$ cat src/rtl/spram_generic_wbe_pipe.sv
// Generic single-port SRAM model with per-byte write enables, selectable read-during-write
// result, optional output register and an optional post-reset fill sweep.
module spram_generic_wbe_pipe #(
    parameter int                   ADDR_BITS   = 7,
    parameter int                   ADDR_AMOUNT = 128,
    parameter int                   DATA_BITS   = 32,
    localparam int                  BE_BITS     = DATA_BITS / 8,
    parameter int                   OUT_REG     = 0,
    parameter int                   RDW_MODE    = 0,
    parameter int                   INIT_EN     = 1,
    parameter logic [DATA_BITS-1:0] INIT_VAL    = '0
) (
    input  logic                 clk,
    input  logic                 rst,
    input  logic                 en,
    input  logic                 we,
    input  logic [BE_BITS-1:0]   wbe,
    input  logic [ADDR_BITS-1:0] addr,
    input  logic [DATA_BITS-1:0] din,
    output logic [DATA_BITS-1:0] dout,
    output logic                 dout_vld,
    output logic                 init_busy
);

    typedef enum logic {
        ST_INIT,
        ST_READY
    } state_t;

    localparam logic [ADDR_BITS-1:0] LAST_ADDR = ADDR_BITS'(ADDR_AMOUNT - 1);
    localparam logic [ADDR_BITS:0]   DEPTH     = (ADDR_BITS + 1)'(ADDR_AMOUNT);

    state_t               state_q, state_d;
    logic [ADDR_BITS-1:0] ptr_q, ptr_d;
    logic                 sweep_wr;

    logic [DATA_BITS-1:0] mem [ADDR_AMOUNT];

    logic                 acc;
    logic                 in_range;
    logic [DATA_BITS-1:0] old_word;
    logic [DATA_BITS-1:0] merged_word;
    logic                 res_vld;
    logic [DATA_BITS-1:0] res_data;
    logic                 s1_vld;
    logic [DATA_BITS-1:0] s1_data;

    // Sweep FSM: state register
    always_ff @(posedge clk) begin
        if (rst) begin
            state_q <= (INIT_EN != 0) ? ST_INIT : ST_READY;
            ptr_q   <= '0;
        end else begin
            state_q <= state_d;
            ptr_q   <= ptr_d;
        end
    end

    // Sweep FSM: next state, pointer and fill-write strobe
    always_comb begin
        state_d  = state_q;
        ptr_d    = ptr_q;
        sweep_wr = 1'b0;
        case (state_q)
            ST_INIT: begin
                sweep_wr = 1'b1;
                ptr_d    = ptr_q + ADDR_BITS'(1);
                if (ptr_q == LAST_ADDR) begin
                    state_d = ST_READY;
                    ptr_d   = '0;
                end
            end
            default: ;
        endcase
    end

    assign init_busy = (state_q == ST_INIT);

    // en is a one-cycle request with no back-pressure; it is taken only while not busy.
    // dout_vld pulses for exactly one cycle whenever dout carries a new result.
    assign acc      = en && !init_busy;
    assign in_range = {1'b0, addr} < DEPTH;
    assign old_word = in_range ? mem[addr] : '0;

    always_comb begin
        merged_word = old_word;
        for (int i = 0; i < BE_BITS; i++) begin
            if (wbe[i]) merged_word[8*i +: 8] = din[8*i +: 8];
        end
    end

    // Result of the accepted access as it would appear on dout
    always_comb begin
        res_vld  = 1'b0;
        res_data = old_word;
        if (acc) begin
            if (!we) begin
                res_vld = 1'b1;
            end else if (RDW_MODE == 1) begin
                res_vld  = 1'b1;
                res_data = in_range ? merged_word : '0;
            end else if (RDW_MODE == 2) begin
                res_vld = 1'b1;
            end
        end
    end

    // Array is deliberately not reset; only the sweep or accepted writes change it
    always_ff @(posedge clk) begin
        if (!rst) begin
            if (sweep_wr) begin
                mem[ptr_q] <= INIT_VAL;
            end else if (acc && we && in_range) begin
                for (int i = 0; i < BE_BITS; i++) begin
                    if (wbe[i]) mem[addr][8*i +: 8] <= din[8*i +: 8];
                end
            end
        end
    end

    always_ff @(posedge clk) begin
        if (rst) begin
            s1_vld  <= 1'b0;
            s1_data <= '0;
        end else begin
            s1_vld <= res_vld;
            if (res_vld) s1_data <= res_data;
        end
    end

    generate
        if (OUT_REG != 0) begin : g_oreg
            always_ff @(posedge clk) begin
                if (rst) begin
                    dout     <= '0;
                    dout_vld <= 1'b0;
                end else begin
                    dout_vld <= s1_vld;
                    if (s1_vld) dout <= s1_data;
                end
            end
        end else begin : g_noreg
            assign dout     = s1_data;
            assign dout_vld = s1_vld;
        end
    endgenerate

endmodule

$ cat config.mk
export PLATFORM = sky130hd
export DESIGN_NAME = spram_generic_wbe_pipe
export DESIGN_NICKNAME = d
export VERILOG_FILES = /design/src/rtl/spram_generic_wbe_pipe.sv
export SDC_FILE = /design/constraint.sdc
export NUM_CORES = 2
export LEC_CHECK = 0
export CELL_PAD_IN_SITES_DETAIL_PLACEMENT = 0
export CELL_PAD_IN_SITES_GLOBAL_PLACEMENT = 1
export CORE_MARGIN = 4
export CORE_UTILIZATION = 56
export CTS_CLUSTER_DIAMETER = 80
export DETAILED_ROUTE_END_ITERATION = 10
export PLACE_DENSITY = 0.88
export RECOVER_POWER = 25
export SLEW_MARGIN = 20
export SYNTH_ARGS = -nofsm -noshare
export SYNTH_HDL_FRONTEND = slang
export SYNTH_SLANG_ARGS = --single-unit
$ cat constraint.sdc
create_clock -name clk -period 4.53 [get_ports clk]
set_input_delay 0.453 -clock clk [delete_from_list [all_inputs] [get_ports clk]]
set_output_delay 0.453 -clock clk [all_outputs]
set_load 0.1 [all_outputs]
==> flow_results.org <==
** Synthesis
- Per-instance average area after synthesis :: 20.99 um2
- Share of synthesized area spent on multiplexers :: 0.1519
- In this run, distinct cell masters in the synthesized netlist total 67.
- Of the total synthesized cell area, the portion taken by XOR and XNOR cells is 0.0002729.
- Share of the synthesized area in compound gates (AO/OA/AOI/OAI) :: 0.02906
- The cell count after synthesis came out at 7646.
- Summed over all instances, the cell type with the most area after synthesis is sky130_fd_sc_hd__edfxtp_1.
- Count of synthesis-stage warnings from yosys :: 0
- Of the total synthesized cell area, the portion taken by AND, OR, NAND and NOR gates is 0.03149.
- Synth top area cells :: sky130_fd_sc_hd__edfxtp_1 (77%), sky130_fd_sc_hd__mux4_2 (13%), sky130_fd_sc_hd__mux2i_1 (1.5%)
- Area share of the largest cell type after synthesis :: 0.7665
- In the synthesized netlist the dominant register cell turns out to be sky130_fd_sc_hd__edfxtp_1.
- Number of flops mapped to enable cells by yosys :: 4096
- Of the synthesized area, sequential elements account for 0.7716.
- Post-synthesis cell area :: 160500 um2
- Combinational family with the most area after synthesis :: multiplexers
- Counting flops with an async set or reset pin after synthesis yields a share of 0.
- The number of nets handed over by synthesis was 7694.
- Synthesized flop and latch total :: 4137
- Post-Synth Adder-Cell Area :: 0.00007797

** GRT
- The initial antenna violation count came to 35.
- Met2 Resource Use GR :: 0.4715
- Entering global routing, the biggest net connects 99 pins.
- For this run the aggregate overflow at the end of global routing stands at 0.
- For this run, global-route usage on met1 was measured as 0.4132.
- Total global routing track utilization :: 0.3123
- Global-route met3 utilization :: 0.08955
- Wire length of the first global-routing pass :: 658.2 mm
- The global routing stage identified its most utilized layer as met2.
- Via count of the first global-routing pass :: 89640

** Timing
- The final-report hold violation count was 0.
- Accumulated negative setup slack :: 0 ns
- Setup repair after global routing missed its margin :: false
- Setup violations remaining at the end of the flow were counted as 0.
- The worst pin sits at a relative slew slack of -0.2495.
- Across the routed clock network, the largest skew measured is 0.09890 ns.
- Setup slack closes at 0.2790 ns.
- Period utilisation layout :: 0.9384
- For the pin with the worst max-slew slack, the measured transition is 1.882 ns.
- Fin. max-slew vios :: 258
- For this run, the top clock speed supported by timing is 235.2 MHz.
- Post-route minimum period :: 4.251 ns

** Clock tree
- Maximum buffer depth of the clock tree :: 4
- Worst-path clk slew :: 0.06 ns
- Worst-skew pair later-pin latency :: 0.94 ns
- Cts bufs inserted :: 399
- CTS built an H-tree with a depth of 5.
- CTS Sinks :: 4137
- Number of buffers inserted to repair setup after CTS :: 0
- TritonCTS built the clock tree.
- The root buffer cell chosen for the clock tree is sky130_fd_sc_hd__clkbuf_16.
- CTS resizes :: 0
- After clock tree synthesis, the flow added hold-fix buffers numbering 0.

** Drt
- Avg Vias per Cell :: 6.926
- In the routed design, unresolved DRC markers number 0.
- For this run, the detailed router's first-pass iteration total came to 8.
- Final antenna-violating net count :: 0
- Total via count in the routed design :: 88500
- Detailed Route WL :: 459.7 mm
- After detailed routing, the average wire length per cell comes to 35.98 um.
- The detailed router finished its first iteration with 15670 violations.

** Pwr
- P_leak :: 65.63 nW
- The design draws 78.40 mW.
- IR analysis of the VDD net gives a maximum drop of 0.3924 mV.
- In this run the power density over the cells is 421.8 nW/um2.

** Run
- Number of max-cap violations :: 16

** Setup path
- Critical Path Sink Type :: flip-flop
- Kind of start point of the critical path :: flip-flop
- Required @ worst endpoint :: 5.34 ns
- CP cell instances :: clkbuf_1, and3b_1, nand2b_1, inv_1, nand3b_1, clkbuf_2, nor3_1, a21oi_1, o2111ai_1
- Crit-path max FO :: 13
- Worst Path Class, Setup :: reg2reg
- Sum of buffers and inverters on the critical path :: 3
- Among cell families on the critical path, the largest total delay comes from simple AND/OR/NAND/NOR gates.
- Data arrives at the worst endpoint at 5.06 ns.
- Among all stages on the critical path, the largest delay is contributed by sky130_fd_sc_hd__clkbuf_1.
- Slowest stage delay, CP :: 1.03 ns

** Status
- Result of the run :: complete, but fails checks
- Violated checks :: capacitance limit, slew limit

** Floorplanning
- Floorplan die height :: 543.3 um
- Starting utilization of the core area :: 0.5626
- Die Area :: 295200 um2
- Boundary Pins :: 81
- Area of the core region :: 285200 um2
- Die X-Extent :: 543.3 um
- Cell row count :: 196

** Finish
- After filler insertion, the fill cell instance count of the layout stands at 17020.
- For this run, the post-layout net count is 8705.
- Share of post-route cells with drive strength above 1 :: 0.2911
- For this run, the share of the core covered by cells in the final layout is 0.6518.
- Layout-stage area growth over the synthesis result :: 15.85%
- After routing the design area is 185900 um2.

** Placement
- Before CTS, the worst setup slack after placement is 0.2822 ns.
- In this run the tool buffered the top-level ports with 80 buffer cells.
- Standard cell area after detailed placement :: 173100 um2
- Global placement routability congestion :: 0.9148
- Final HPWL from detailed placement :: 283.0 mm

** Min path
- The tightest min-delay check is of the in2reg type.
[layout by cell type, fill, tap and decap left out, drive strengths merged, types with 17 or more instances in the layout]
cell,Yosys,layout
buf,266,967
nand3b,18,18
a221oi,33,33
nor2,593,593
nor4,18,18
o22ai,113,113
clkinv,1,179
edfxtp,4096,4096
a2111oi,20,20
clkinvlp,0,17
a22oi,113,113
mux2,42,42
a211oi,39,39
bufinv,0,46
clkbuf,195,522
o21ai,69,69
diode,0,26
nand3,121,121
nor3,36,36
nor4b,23,23
a21oi,84,84
a311oi,31,31
a31oi,42,42
mux2i,239,239
dfxtp,41,41
mux4,955,955
and2,50,50
nand2,214,214
o221ai,37,37
clkdlybuf4s50,0,61
[sequential cells by signal, summed over array words and instances (netlist names)]
name,count
dout,32
dout_vld,1
mem,4096
ptr_q,7
state_q,1
[power breakdown]
part / leakage (nW) / switching (mW) / total (mW) / internal, mW
Combinational: 16.2 / 2.04 / 3.25 / 1.21
Clock: 6.43 / 14.3 / 33.7 / 19.3
Sequential: 43.0 / 0.0242 / 41.5 / 41.5
Total: 65.6 / 16.4 / 78.4 / 62.0
[Yosys cell counts (31+ instances only)]
master and instances:
sky130_fd_sc_hd__a21oi_1 80, sky130_fd_sc_hd__mux2_2 37, sky130_fd_sc_hd__nand3_1 121, sky130_fd_sc_hd__mux4_2 955, sky130_fd_sc_hd__a211oi_1 39, sky130_fd_sc_hd__a22oi_1 113
sky130_fd_sc_hd__a311oi_1 31, sky130_fd_sc_hd__o21ai_0 53, sky130_fd_sc_hd__dfxtp_1 41, sky130_fd_sc_hd__clkbuf_1 195, sky130_fd_sc_hd__o221ai_1 37, sky130_fd_sc_hd__nor2_1 593
sky130_fd_sc_hd__buf_2 115, sky130_fd_sc_hd__buf_4 80, sky130_fd_sc_hd__a31oi_1 38, sky130_fd_sc_hd__a221oi_1 33, sky130_fd_sc_hd__nand2_1 214, sky130_fd_sc_hd__buf_6 41
sky130_fd_sc_hd__and2_1 48, sky130_fd_sc_hd__mux2i_1 239, sky130_fd_sc_hd__edfxtp_1 4096, sky130_fd_sc_hd__o22ai_1 113, sky130_fd_sc_hd__nor3_1 36
[final cells by class]
type,count,area (um2),area share
Antenna cell,26,65.06,0.0003500
Multi-Input combinational cell,3043,34400,0.1851
Clock buffer,480,10590,0.05697
Sequential cell,4137,123800,0.6661
Clock inverter,253,2605,0.01401
Tap cell,3762,4707,0.02532
Inverter,5,27.53,0.0001481
Timing Repair Buffer,1071,9678,0.05206
[worst reg2reg max path, cell delays in order (launching register included)]
cell and delay, ns:
sky130_fd_sc_hd__dfxtp_1 0.37, sky130_fd_sc_hd__clkbuf_1 1.03, sky130_fd_sc_hd__and3b_1 0.87, sky130_fd_sc_hd__nand2b_1 0.21
sky130_fd_sc_hd__inv_1 0.21, sky130_fd_sc_hd__nand3b_1 0.11, sky130_fd_sc_hd__clkbuf_2 0.38, sky130_fd_sc_hd__nor3_1 0.58
sky130_fd_sc_hd__a21oi_1 0.14, sky130_fd_sc_hd__o2111ai_1 0.25
[per-layer routing]
layer  share of wire  vias to the layer above
met2            0.46                     8081
li1                -                    34000
met3            0.14                     1584
met5         0.00023                        -
met4           0.072                       16
met1            0.32                    44820
[cells by family (layout without fill, tap and decap cells)]
group	after synthesis	after routing
AOI/OAI and AO/OA	661	661
muxes	1236	1236
and+or+nand+nor	1140	1140
DFF	4137	4137
xor gates and xnor gates	5	5
other	0	26
buffers and inverters	466	1809
adders and majority gates	1	1
[final timing paths]
path	slack, ns	from	depth (start not counted)	to
max	0.28	state_q	9	dout[7]
min reg2reg	0.60	dout[2]	2	dout[2]
max reg2reg	0.28	state_q	9	dout[7]
min	0.21	addr[3]	3	dout[30]
[stage by stage]
stage	hold slack, ns	std cells
final	0.2095	12780
after global routing	0.2320	12760
after CTS	0.1550	12750
after detailed placement	0.5532	12020
after global placement	0.5239	12020
after floorplan	0.5659	7646
No activity file was read; power rests on OpenSTA's default activity.
